--- src/rtl/spi_slave_if.sv ---
// Byte-level and pin-level signals of one SPI slave endpoint.
interface spi_slave_if #(
    parameter int WIDTH = 8
);
    logic [WIDTH-1:0] slaveDataToSend;
    logic             load;
    logic [WIDTH-1:0] slaveDataReceived;
    logic             rxValid;
    logic             busy;
    logic             SCLK;
    logic             CS;
    logic             MOSI;
    logic             MISO;

    modport slave (
        input  slaveDataToSend, load, SCLK, CS, MOSI,
        output slaveDataReceived, rxValid, busy, MISO
    );

    modport master (
        output slaveDataToSend, load, SCLK, CS, MOSI,
        input  slaveDataReceived, rxValid, busy, MISO
    );
endinterface

--- src/rtl/spi_slave.sv ---
// SPI mode-0 slave, MSB first, oversampled on the system clock.
// Receives a WIDTH-bit word on MOSI while returning the TX buffer on MISO;
// supports back-to-back words while CS stays low.
module spi_slave #(
    parameter int WIDTH       = 8,
    parameter int SYNC_STAGES = 2
) (
    input  logic        clk,
    input  logic        reset,
    spi_slave_if.slave  bus
);
    localparam int CW = $clog2(WIDTH + 1);

    typedef enum logic [1:0] {IDLE, SHIFT, ABORT} state_t;

    state_t state, stateNext;

    logic [SYNC_STAGES-1:0] sclkSync, csSync, mosiSync;
    logic                   sclkDly, csDly;
    logic                   sclkS, csS, mosiS;
    logic                   sclkRise, sclkFall, csRise, csFall;

    logic [WIDTH-1:0] txBuf, txShift, rxShift, rxData, txSrc;
    logic [CW-1:0]    cnt;
    logic             reload, rxValidReg, misoReg;

    assign sclkS    = sclkSync[SYNC_STAGES-1];
    assign csS      = csSync[SYNC_STAGES-1];
    assign mosiS    = mosiSync[SYNC_STAGES-1];
    assign sclkRise = sclkS & ~sclkDly;
    assign sclkFall = ~sclkS & sclkDly;
    assign csRise   = csS & ~csDly;
    assign csFall   = ~csS & csDly;

    // A load in the same cycle as a word boundary wins over the stored buffer.
    assign txSrc = bus.load ? bus.slaveDataToSend : txBuf;

    assign bus.slaveDataReceived = rxData;
    assign bus.rxValid           = rxValidReg;
    assign bus.busy              = ~csS;
    assign bus.MISO              = misoReg;

    // Pin synchronisers plus one extra SCLK/CS copy for edge detection.
    // CS resets high so the bus reads as deselected out of reset.
    always_ff @(posedge clk or posedge reset) begin
        if (reset) begin
            sclkSync <= '0;
            csSync   <= '1;
            mosiSync <= '0;
            sclkDly  <= 1'b0;
            csDly    <= 1'b1;
        end else begin
            sclkSync[0] <= bus.SCLK;
            csSync[0]   <= bus.CS;
            mosiSync[0] <= bus.MOSI;
            for (int i = 1; i < SYNC_STAGES; i++) begin
                sclkSync[i] <= sclkSync[i-1];
                csSync[i]   <= csSync[i-1];
                mosiSync[i] <= mosiSync[i-1];
            end
            sclkDly <= sclkS;
            csDly   <= csS;
        end
    end

    // TX buffer captures every load strobe; the shifter picks it up at word boundaries.
    always_ff @(posedge clk or posedge reset) begin
        if (reset) txBuf <= '0;
        else if (bus.load) txBuf <= bus.slaveDataToSend;
    end

    // State register.
    always_ff @(posedge clk or posedge reset) begin
        if (reset) state <= IDLE;
        else       state <= stateNext;
    end

    // Next-state logic: a CS rise mid-word (counter non-zero) aborts the word.
    always_comb begin
        stateNext = state;
        case (state)
            IDLE:    if (csFall) stateNext = SHIFT;
            SHIFT:   if (csRise) stateNext = (cnt == '0) ? IDLE : ABORT;
            ABORT:   stateNext = IDLE;
            default: stateNext = IDLE;
        endcase
    end

    // Shift datapath: sample MOSI on SCLK rise, advance MISO on SCLK fall.
    // CS rise takes priority over any SCLK edge seen in the same cycle.
    always_ff @(posedge clk or posedge reset) begin
        if (reset) begin
            txShift    <= '0;
            rxShift    <= '0;
            rxData     <= '0;
            cnt        <= '0;
            reload     <= 1'b0;
            rxValidReg <= 1'b0;
            misoReg    <= 1'b0;
        end else begin
            rxValidReg <= 1'b0;
            case (state)
                IDLE: begin
                    if (csFall) begin
                        txShift <= txSrc;
                        misoReg <= txSrc[WIDTH-1];
                        cnt     <= '0;
                        reload  <= 1'b0;
                    end else begin
                        misoReg <= 1'b0;
                    end
                end
                SHIFT: begin
                    if (csRise) begin
                        misoReg <= 1'b0;
                    end else if (sclkRise) begin
                        rxShift <= {rxShift[WIDTH-2:0], mosiS};
                        if (cnt == CW'(WIDTH - 1)) begin
                            rxData     <= {rxShift[WIDTH-2:0], mosiS};
                            rxValidReg <= 1'b1;
                            cnt        <= '0;
                            reload     <= 1'b1;
                        end else begin
                            cnt <= cnt + CW'(1);
                        end
                    end else if (sclkFall) begin
                        if (reload) begin
                            txShift <= txSrc;
                            misoReg <= txSrc[WIDTH-1];
                            reload  <= 1'b0;
                        end else begin
                            txShift <= {txShift[WIDTH-2:0], 1'b0};
                            misoReg <= txShift[WIDTH-2];
                        end
                    end
                end
                ABORT: begin
                    cnt     <= '0;
                    rxShift <= '0;
                    reload  <= 1'b0;
                    misoReg <= 1'b0;
                end
                default: misoReg <= 1'b0;
            endcase
        end
    end
endmodule

--- src/flat_wrapper.sv ---
// flat-port wrapper written by rule: the top's interface ports become plain ports
module spi_slave_flat 
#(
    parameter int WIDTH       = 8,
    parameter int SYNC_STAGES = 2
)
  (clk, reset, bus_slaveDataToSend, bus_load, bus_SCLK, bus_CS, bus_MOSI, bus_slaveDataReceived, bus_rxValid, bus_busy, bus_MISO);
  spi_slave_if #(.WIDTH(WIDTH)) bus_i ();
  input  logic clk;
  input  logic reset;
  input wire logic [$bits(bus_i.slaveDataToSend)-1:0] bus_slaveDataToSend;
  input wire logic [$bits(bus_i.load)-1:0] bus_load;
  input wire logic [$bits(bus_i.SCLK)-1:0] bus_SCLK;
  input wire logic [$bits(bus_i.CS)-1:0] bus_CS;
  input wire logic [$bits(bus_i.MOSI)-1:0] bus_MOSI;
  output wire logic [$bits(bus_i.slaveDataReceived)-1:0] bus_slaveDataReceived;
  output wire logic [$bits(bus_i.rxValid)-1:0] bus_rxValid;
  output wire logic [$bits(bus_i.busy)-1:0] bus_busy;
  output wire logic [$bits(bus_i.MISO)-1:0] bus_MISO;
  assign bus_i.slaveDataToSend = bus_slaveDataToSend;
  assign bus_i.load = bus_load;
  assign bus_i.SCLK = bus_SCLK;
  assign bus_i.CS = bus_CS;
  assign bus_i.MOSI = bus_MOSI;
  assign bus_slaveDataReceived = bus_i.slaveDataReceived;
  assign bus_rxValid = bus_i.rxValid;
  assign bus_busy = bus_i.busy;
  assign bus_MISO = bus_i.MISO;
  spi_slave #(.WIDTH(WIDTH), .SYNC_STAGES(SYNC_STAGES)) u_core (.clk(clk), .reset(reset), .bus(bus_i));
endmodule
--- config.mk ---
export PLATFORM = sky130hd
export DESIGN_NAME = spi_slave_flat
export DESIGN_NICKNAME = d
export VERILOG_FILES = /design/src/rtl/spi_slave_if.sv /design/src/rtl/spi_slave.sv /design/src/flat_wrapper.sv
export SDC_FILE = /design/constraint.sdc
export NUM_CORES = 1
export LEC_CHECK = 0
export CAP_MARGIN = 20
export CORE_MARGIN = 10
export CORE_UTILIZATION = 53
export DETAILED_ROUTE_END_ITERATION = 6
export PLACE_DENSITY = 0.77
export SETUP_SLACK_MARGIN = 0.5
export SYNTH_ARGS = -nofsm -noshare
export SYNTH_HDL_FRONTEND = slang
export SYNTH_SLANG_ARGS = --single-unit
--- constraint.sdc ---
create_clock -name clk -period 2.7 [get_ports clk]
set_clock_uncertainty 0.2 [all_clocks]
set_input_delay 0.405 -clock clk [delete_from_list [all_inputs] [get_ports clk]]
set_output_delay 0.405 -clock clk [all_outputs]
set_load 0.02 [all_outputs]
# == After elaboration in Yosys (flattened, before gate mapping) ==
# Cells that the tools add are included.
# totals
register_bits,47
elab_cells,84
# op_classes
bitwise,9
n_eq_ne,13
mux,35
add_sub_neg,1
n_reduce_logical,12
# ops
op,count
two-way mux 7 bit,7
one-hot mux 7 bit (2 select lines),2
two-way mux 4 bit,4
two-way mux 1 bit,14
one-hot mux 4 bit (3 select lines),1
AND reduction 5 bit,2
two-way mux 8 bit,1
"inequality test 2 x 1 -> 1 bit, second input constant",4
AND reduction 4 bit,2
two-way mux 2 bit,3
"inequality test 3 x 1 -> 1 bit, second input constant",2
"inequality test 3 bit, second input constant",2
NOT 1 bit,5
"adder 4 x 1 -> 4 bit, second input constant",1
AND 1 bit,4
"equality test 4 x 3 -> 1 bit, second input constant",1
zero test 4 bit,1
"inequality test 2 bit, second input constant",2
one-hot mux 2 bit (2 select lines),1
AND reduction 2 bit,2
nonzero test 2 bit,2
one-hot mux 1 bit (3 select lines),1
AND reduction 3 bit,1
nonzero test 3 bit,1
4 further kinds,4

# == Logic depth before layout (Yosys ltp) ==
# Gate-level depths: netlist of the first run.
# depth
word_depth,6
mapped_depth,5
ltp_nobuf,5

# == Least setup slack after synthesis of the first run ==
# Ideal clock, no wire load.
# synth_path
kind,register to register
start,register u_core.csDly
end,register u_core.rxData[0] (netlist: u_core.bus.slaveDataReceived[0])
path_stages_with_launch,5
synth_period_minus_slack_ps,1936
setup_ps,125
t_required_ps,2375
slack_ps,764
arrival_ps,1611
cell_sequence,dfstp_2 > nand2b_1 > nand4_4 > nor3_4 > mux2_2
# synth_between
elab_chain_len,4
# synth_rtl
element,line_no,rtl
"start, declared",spi_slave.sv:19,"logic sclkDly, csDly;"
"start signal, assigned",spi_slave.sv:62,csDly <= csS;
NOT 1 bit,spi_slave.sv:32,assign csRise = csS & ~csDly;
AND 1 bit,spi_slave.sv:32,
NOT 1 bit (no line),-,
AND reduction 4 bit (no line),-,
"end signal, assigned",spi_slave.sv:119,"rxData <= {rxShift[WIDTH-2:0], mosiS};"
"end, declared",spi_slave.sv:23,"logic [WIDTH-1:0] txBuf, txShift, rxShift, rxData, txSrc;"
# No other way between the ends.
# A chain may end at the register's enable or synchronous reset.

# == Worst setup path in the final report of the first run ==
# layout_path
start,register u_core.csSync[1]
end,output port bus_busy
# layout_between
elab_chain_len,1
# layout_rtl
element,line_no,rtl
"start, declared",spi_slave.sv:18,"logic [SYNC_STAGES-1:0] sclkSync, csSync, mosiSync;"
"start signal, assigned by index",spi_slave.sv:58,csSync[i] <= csSync[i-1];
NOT 1 bit,spi_slave.sv:40,assign bus.busy = ~csS;
"end, declared",flat_wrapper.sv:18,output wire logic [$bits(bus_i.busy)-1:0] bus_busy;
# No other way between the ends.

==> impl_metrics.env, run 1 <==
export IMPL_cp_cell_sequence="inv_1, clkdlybuf4s50_1"
export IMPL_drt_wl_total_um=3310
export IMPL_cp_startpoint="u_core.csSync[1]$_DFF_PP1_"
export IMPL_cp_arrival_ns=1.50
export IMPL_cts_inserted_buffers=5
export IMPL_rr_endpoint="u_core.bus.slaveDataReceived[7]$_DFFE_PP0P_"
export IMPL_yosysTopAreaCell="dfrtp_1"
export IMPL_synth_common_cells="dfrtp_1 (44), mux2_2 (16), mux2i_1 (13)"
export IMPL_seqCellArea_um2=1180
export IMPL_die_h_um=80.1
export IMPL_powerDensity_nw_per_um2=720
export IMPL_via_per_inst=5.37
export IMPL_h_tree_depth=2
export IMPL_std_cell_rows=21
export IMPL_synth_area_leaders="dfrtp_1 (58%), mux2_2 (9.4%), mux2i_1 (6.8%)"
export IMPL_drv_slew=0
export IMPL_criticalPathCategory="flop to output port"
export IMPL_synth_top_flop_cell="dfrtp_1"
export IMPL_vdd_ir_drop_worst_mv=0.360
export IMPL_fin_setup_tns_ns=0
export IMPL_path_max_fanout=5
export IMPL_async_flop_share_pct=100
export IMPL_fin_ws_ns=0.600
export IMPL_dr_wl_met2_um=1590
export IMPL_wl_per_cell_um=14.7
export IMPL_cp_endpoint="bus_busy"
export IMPL_core_area_um2=3420
export IMPL_gr_total_overflow=0
export IMPL_multiInputGateArea_um2=684
export IMPL_grt_pass1_vias=1285
export IMPL_maxCapViolCount=0
export IMPL_reg2regPathDepth=4
export IMPL_clk_pin_slew_ns=0.11
export IMPL_synth_cell_type_count=34
export IMPL_cts_root_buf="clkbuf_4"
export IMPL_clock_fmax_ghz=0.476
export IMPL_antenna_diode_count=0
export IMPL_synth_top_area_share_pct=57.6
export IMPL_rsz0062_at_grt="false"
export IMPL_max_clock_path_buffers=2
export IMPL_wl_met1_um=1420
export IMPL_ys_seq_area_share_pct=61.7
export IMPL_ant_nets=0
export IMPL_grt_pass1_wl_um=5870
export IMPL_startpoint_type="flop"
export IMPL_pre_cts_ws_ns=0.565
export IMPL_synth_most_common_cell="dfrtp_1"
export IMPL_cts_setup_buffers=0
export IMPL_drtPass1Iterations=6
export IMPL_grt_max_degree=48
export IMPL_route_met3_wl_um=204
export IMPL_cts_sinks=47
export IMPL_clk_latency_ns=0.37
export IMPL_antenna_found_initial=0
export IMPL_ys_ff_latch=47
export IMPL_yosysWarningCount=0
export IMPL_min_from="u_core.csSync[0]$_DFF_PP1_"
export IMPL_critPathBufInv=2
export IMPL_synth_edf_count=0
export IMPL_grt_total_usage_pct=11.6
export IMPL_syn_avg_cell_area_um2=12.9
export IMPL_tightest_slew_ns=0.564
export IMPL_min_period_ns=2.10
export IMPL_critical_path_required_ns=2.10
export IMPL_layout_nets=195
export IMPL_ctsHoldBuffers=0
export IMPL_max_slew_margin_rel_pct=62.4
export IMPL_path_delay_family="flip-flops"
export IMPL_r2r_start="u_core.csDly$_DFF_PP1_"
export IMPL_drc=0
export IMPL_dieArea_um2=6410
export IMPL_setup_violations=0
export IMPL_drt_iter0_markers=48
export IMPL_p_leak_nw=1.08
export IMPL_synthToLayoutAreaGrowth_pct=18.8
export IMPL_max_stage_delay_ns=0.58
export IMPL_start_util_pct=56.0
export IMPL_dp_hpwl_um=2440
export IMPL_reg2reg_slack_ns=0.63
export IMPL_cts_tree="done"
export IMPL_ctsResizeCount=0
export IMPL_fin_util_pct=66.5
export IMPL_run_status="complete, no violations"
export IMPL_io_pins=25
export IMPL_drive_gt1_share_pct=18.9
export IMPL_final_hold_violation_count=0
export IMPL_die_x_um=80.1
export IMPL_crit_slowest_cell="dfstp_2"
export IMPL_syn_inst=148
export IMPL_gp_congestion=0.779
export IMPL_portBuffers=24
export IMPL_synth_fp_nets=164
export IMPL_dr_total_vias=1213
export IMPL_end_kind="output port"
export IMPL_hp_class="flop to flop"
export IMPL_finalCritPeriodShare_pct=77.8
export IMPL_fillCellCount=269
export IMPL_critical_path_depth=2
export IMPL_syn_area_um2=1910
export IMPL_dr_max_layer_used="met4"
[cell usage in the layout (no fill, tap or decap), types with 2 or more instances in the layout]
master           instances
nand2_1                 10
a21o_1                   2
buf_4                    3
clkbuf_4                 5
nor2_1                  11
a211o_1                  2
ha_1                     2
mux2i_1                 13
dfstp_2                  3
nand2b_1                 3
o21ai_0                  8
nor3_1                   2
inv_1                    8
mux2_2                  16
dfrtp_1                 44
clkdlybuf4s50_1         24
[report_power, final]
| group | total, mW | switching (mW) | internal (mW) |
|---|---|---|---|
| combinational | 0.363 | 0.183 | 0.180 |
| sequential | 0.954 | 0.107 | 0.847 |
| clock | 0.318 | 0.217 | 0.101 |
[registers in the layout, indices dropped and copies added, names as in the netlist, 4 cells and up]
register / count
u_core.rxShift: 7
u_core.txShift: 7
u_core.bus.slaveDataReceived: 8
u_core.txBuf: 8
u_core.cnt: 4
[area by class of cell]
class	instances	area share, %
sequential	47	51.9
multi-input combinational	89	30.1
timing repair buffer	27	11.6
tap	46	2.53
clock buffer	6	1.82
inverter	9	1.49
clock inverter	2	0.551
[how the worst min path moves through the flow]
stage / slack (ns) / cells past startpoint / to
global placement: 0.13 / 0 / u_core.sclkSync[1]$_DFF_PP0_
global route: 0.17 / 0 / u_core.csSync[1]$_DFF_PP1_
detailed placement: 0.14 / 0 / u_core.sclkSync[1]$_DFF_PP0_
finish: 0.16 / 0 / u_core.csSync[1]$_DFF_PP1_
CTS: 0.16 / 0 / u_core.csSync[1]$_DFF_PP1_
floorplan: 0.13 / 0 / u_core.mosiSync[1]$_DFF_PP0_
[cells by family (layout without fill, tap and decap cells)]
logic type | count (synthesis) | in the layout | share of synthesized area (%)
fa+ha+maj | 2 | 2 | 1.31
mux | 29 | 29 | 16.2
flops | 47 | 47 | 61.7
buf+inv | 12 | 44 | 2.55
compound gates | 21 | 21 | 7.39
simple gates | 37 | 37 | 10.9
[worst reg2reg max path, delay by kind of cell (launching register included)]
kind	cells	cell delay (ns)
and+or+nand+nor	3	0.84
DFF	1	0.56
muxes	1	0.39
[per-stage QoR]
step	hold WS (ns)	area [µm²]	total power [mW]	instances
final	0.162	2270	1.63	226
after global routing	0.173	2270	1.75	226
after CTS	0.165	2270	1.65	226
after detailed placement	0.142	2220	1.34	218
after global placement	0.133	2220	1.31	218
after floorplan	0.131	1910	1.21	148
[routing by layer]
| layer | GRT usage, % | vias up |
|---|---|---|
| met5 | 0 | - |
| met2 | 17.7 | 32 |
| met3 | 4.23 | 10 |
| met4 | 7.04 | 0 |
| li1 | - | 575 |
| met1 | 13.5 | 596 |
Power figures use the tool's default switching activity.
==> run 2, diff against run 1 <==
--- a/config.mk
+++ b/config.mk
@@ -7,9 +7,9 @@
 export LEC_CHECK = 0
 export CAP_MARGIN = 20
 export CORE_MARGIN = 10
-export CORE_UTILIZATION = 53
+export CORE_UTILIZATION = 48
 export DETAILED_ROUTE_END_ITERATION = 6
-export PLACE_DENSITY = 0.77
+export PLACE_DENSITY = 0.74
 export SETUP_SLACK_MARGIN = 0.5
 export SYNTH_ARGS = -nofsm -noshare
 export SYNTH_HDL_FRONTEND = slang
==> constraint.sdc (replaced) <==
create_clock -name clk -period 1.8 [get_ports clk]
set_clock_uncertainty 0.2 [all_clocks]
set_input_delay 0.27 -clock clk [delete_from_list [all_inputs] [get_ports clk]]
set_output_delay 0.27 -clock clk [all_outputs]
set_load 0.02 [all_outputs]
==> impl_metrics.env, run 2 (synthesis results as in run 1) <==
export IMPL_violations="setup timing"
export IMPL_grt_pass1_wl_um=6570
export IMPL_finalCritPeriodShare_pct=102
export IMPL_drive_gt1_share_pct=42.3
export IMPL_dieArea_um2=6910
export IMPL_dr_total_vias=1335
export IMPL_drc=0
export IMPL_criticalPathCategory="flop to flop"
export IMPL_switching_share_pct=30.8
export IMPL_powerDensity_nw_per_um2=1070
export IMPL_power_internal_mw=1.97
export IMPL_hp_class="flop to flop"
export IMPL_startpoint_type="flop"
export IMPL_std_cell_rows=22
export IMPL_fin_ws_ns=-0.0422
export IMPL_grt_pass1_vias=1453
export IMPL_clkPwrFrac_pct=21.5
export IMPL_fillCellCount=260
export IMPL_seqPwrFrac_pct=50.2
export IMPL_drv_slew=0
export IMPL_h_tree_depth=2
export IMPL_maxCapViolCount=0
export IMPL_dp_hpwl_um=2650
export IMPL_final_common_cell="dfrtp_1"
export IMPL_path_max_fanout=9
export IMPL_critical_path_required_ns=1.79
export IMPL_setup_violations=9
export IMPL_clk_latency_ns=0.30
export IMPL_grt_max_degree=26
export IMPL_final_cell_mix="dfrtp_1 (44), buf_4 (24), buf_6 (16)"
export IMPL_cts_tree="done"
export IMPL_synthToLayoutAreaGrowth_pct=39.0
export IMPL_cts_inserted_buffers=5
export IMPL_start_util_pct=51.1
export IMPL_seqCellArea_um2=1180
export IMPL_antenna_found_initial=0
export IMPL_drt_wl_total_um=3980
export IMPL_clock_fmax_ghz=0.543
export IMPL_portBuffers=24
export IMPL_cts_sinks=47
export IMPL_final_hold_violation_count=0
export IMPL_holdPathEnd="u_core.sclkSync[1]$_DFF_PP0_"
export IMPL_cp_arrival_ns=1.83
export IMPL_p_sw_mw=0.877
export IMPL_max_slew_margin_rel_pct=65.2
export IMPL_multiInputGateArea_um2=767
export IMPL_io_pins=25
export IMPL_rr_endpoint="u_core.bus.slaveDataReceived[2]$_DFFE_PP0P_"
export IMPL_r2r_start="u_core.csDly$_DFF_PP1_"
export IMPL_drtPass1Iterations=4
export IMPL_vdd_ir_drop_worst_mv=0.573
export IMPL_min_period_ns=1.84
export IMPL_fin_util_pct=71.1
export IMPL_min_from="u_core.sclkSync[0]$_DFF_PP0_"
export IMPL_rsz0062_at_grt="true"
export IMPL_max_stage_delay_ns=0.54
export IMPL_die_x_um=83.1
export IMPL_max_clock_path_buffers=2
export IMPL_combPwrFrac_pct=28.3
export IMPL_wl_per_cell_um=15.6
export IMPL_layout_nets=223
export IMPL_clk_pin_slew_ns=0.08
export IMPL_critPathBufInv=1
export IMPL_antenna_diode_count=0
export IMPL_via_per_inst=5.21
export IMPL_gr_total_overflow=0
export IMPL_tightest_slew_ns=0.520
export IMPL_end_kind="flop"
export IMPL_cp_cell_sequence="nand2b_4, nand4_4, nor3_4, buf_12, mux2_2"
export IMPL_gp_congestion=0.752
export IMPL_drt_iter0_markers=72
export IMPL_cts_root_buf="clkbuf_8"
export IMPL_core_area_um2=3740
export IMPL_reg2regPathDepth=5
export IMPL_placed_area_um2=2320
export IMPL_reg2reg_slack_ns=-0.04
export IMPL_p_leak_nw=1.30
export IMPL_run_status="complete, but fails checks"
export IMPL_crit_slowest_cell="dfstp_2"
export IMPL_path_delay_family="flip-flops"
export IMPL_ant_nets=0
export IMPL_grt_total_usage_pct=11.2
export IMPL_die_h_um=83.1
export IMPL_finalInstanceArea_um2=2660
export IMPL_hold_depth=0
## run 2: cell types whose count changed in the layout (fill, tap and decap cells not counted), sizes merged
cell,change
buf,+39
clkdlybuf4s50,-11
clkinv,-1
clkinvlp,+1
## run 2: timing repair
item | 4_1_cts | 5_1_grt
cloned | 0 | 1
resized for setup | 70 | 25
pin swaps | 4 | 8
endpoints found under the setup margin | 41 | 42
hold buffers | 0 | 0
setup buffers | 6 | 12
## run 2: final cells by class
type | count | area share (%)
multi-input cells | 89 | 28.8
clock buffers | 6 | 2.73
repair buffers | 55 | 19.9
well taps | 48 | 2.26
clock inverters | 2 | 0.470
flip-flops and latches | 47 | 44.4
inverters | 9 | 1.41
## run 2: metrics by stage
step	instances	hold slack [ns]	setup TNS, ns	worst slack, ns	power (mW)
CTS	243	0.160	0	0.00862	2.77
floorplan	148	0.0745	0	0.00827	1.83
finish	256	0.157	-0.320	-0.0422	2.85
detailed placement	229	0.139	-0.123	-0.0366	2.08
global route	256	0.162	-0.978	-0.0949	3.04
global placement	229	0.133	0	0.00240	2.03
## run 2: worst max path at each step
stage	to	start	slack, ns	depth (start not counted)
floorplan	u_core.bus.slaveDataReceived[0]$_DFFE_PP0P_	u_core.state[1]$_DFFE_PP0P_	0.008	4
global placement	u_core.bus.MISO$_DFFE_PP0P_	bus_load	0.002	6
detailed placement	u_core.txShift[1]$_DFFE_PP0P_	bus_load	-0.04	5
CTS	u_core.bus.slaveDataReceived[2]$_DFFE_PP0P_	u_core.csDly$_DFF_PP1_	0.009	5
global route	u_core.bus.slaveDataReceived[2]$_DFFE_PP0P_	u_core.csDly$_DFF_PP1_	-0.09	5
finish	u_core.bus.slaveDataReceived[2]$_DFFE_PP0P_	u_core.csDly$_DFF_PP1_	-0.04	5
## run 2: routing by layer
metal | wire length, µm | track usage, % | up-vias
met5 | 0 | 0 | -
met4 | 39 | 3.85 | 0
met3 | 163 | 4.30 | 4
met2 | 2070 | 19.0 | 22
met1 | 1710 | 12.5 | 674
li1 | - | - | 635
## run 2: power groups by stage
stage	combinational, mW	sequential [mW]	clock (mW)
2_1_floorplan	0.406	1.42	0
3_3_place_gp	0.606	1.42	0
4_1_cts	0.726	1.42	0.628
3_5_place_dp	0.642	1.44	0
5_1_grt	0.895	1.46	0.683
6_report	0.808	1.43	0.613
==> run 3, diff against run 2 <==
--- a/config.mk
+++ b/config.mk
@@ -9,6 +9,7 @@
 export CORE_MARGIN = 10
 export CORE_UTILIZATION = 48
 export DETAILED_ROUTE_END_ITERATION = 6
+export HOLD_SLACK_MARGIN = 0.02
 export PLACE_DENSITY = 0.74
 export SETUP_SLACK_MARGIN = 0.5
 export SYNTH_ARGS = -nofsm -noshare
==> results of run 3 <==
Same layout as run 2: the final DEF is identical, and so are final timing and power.
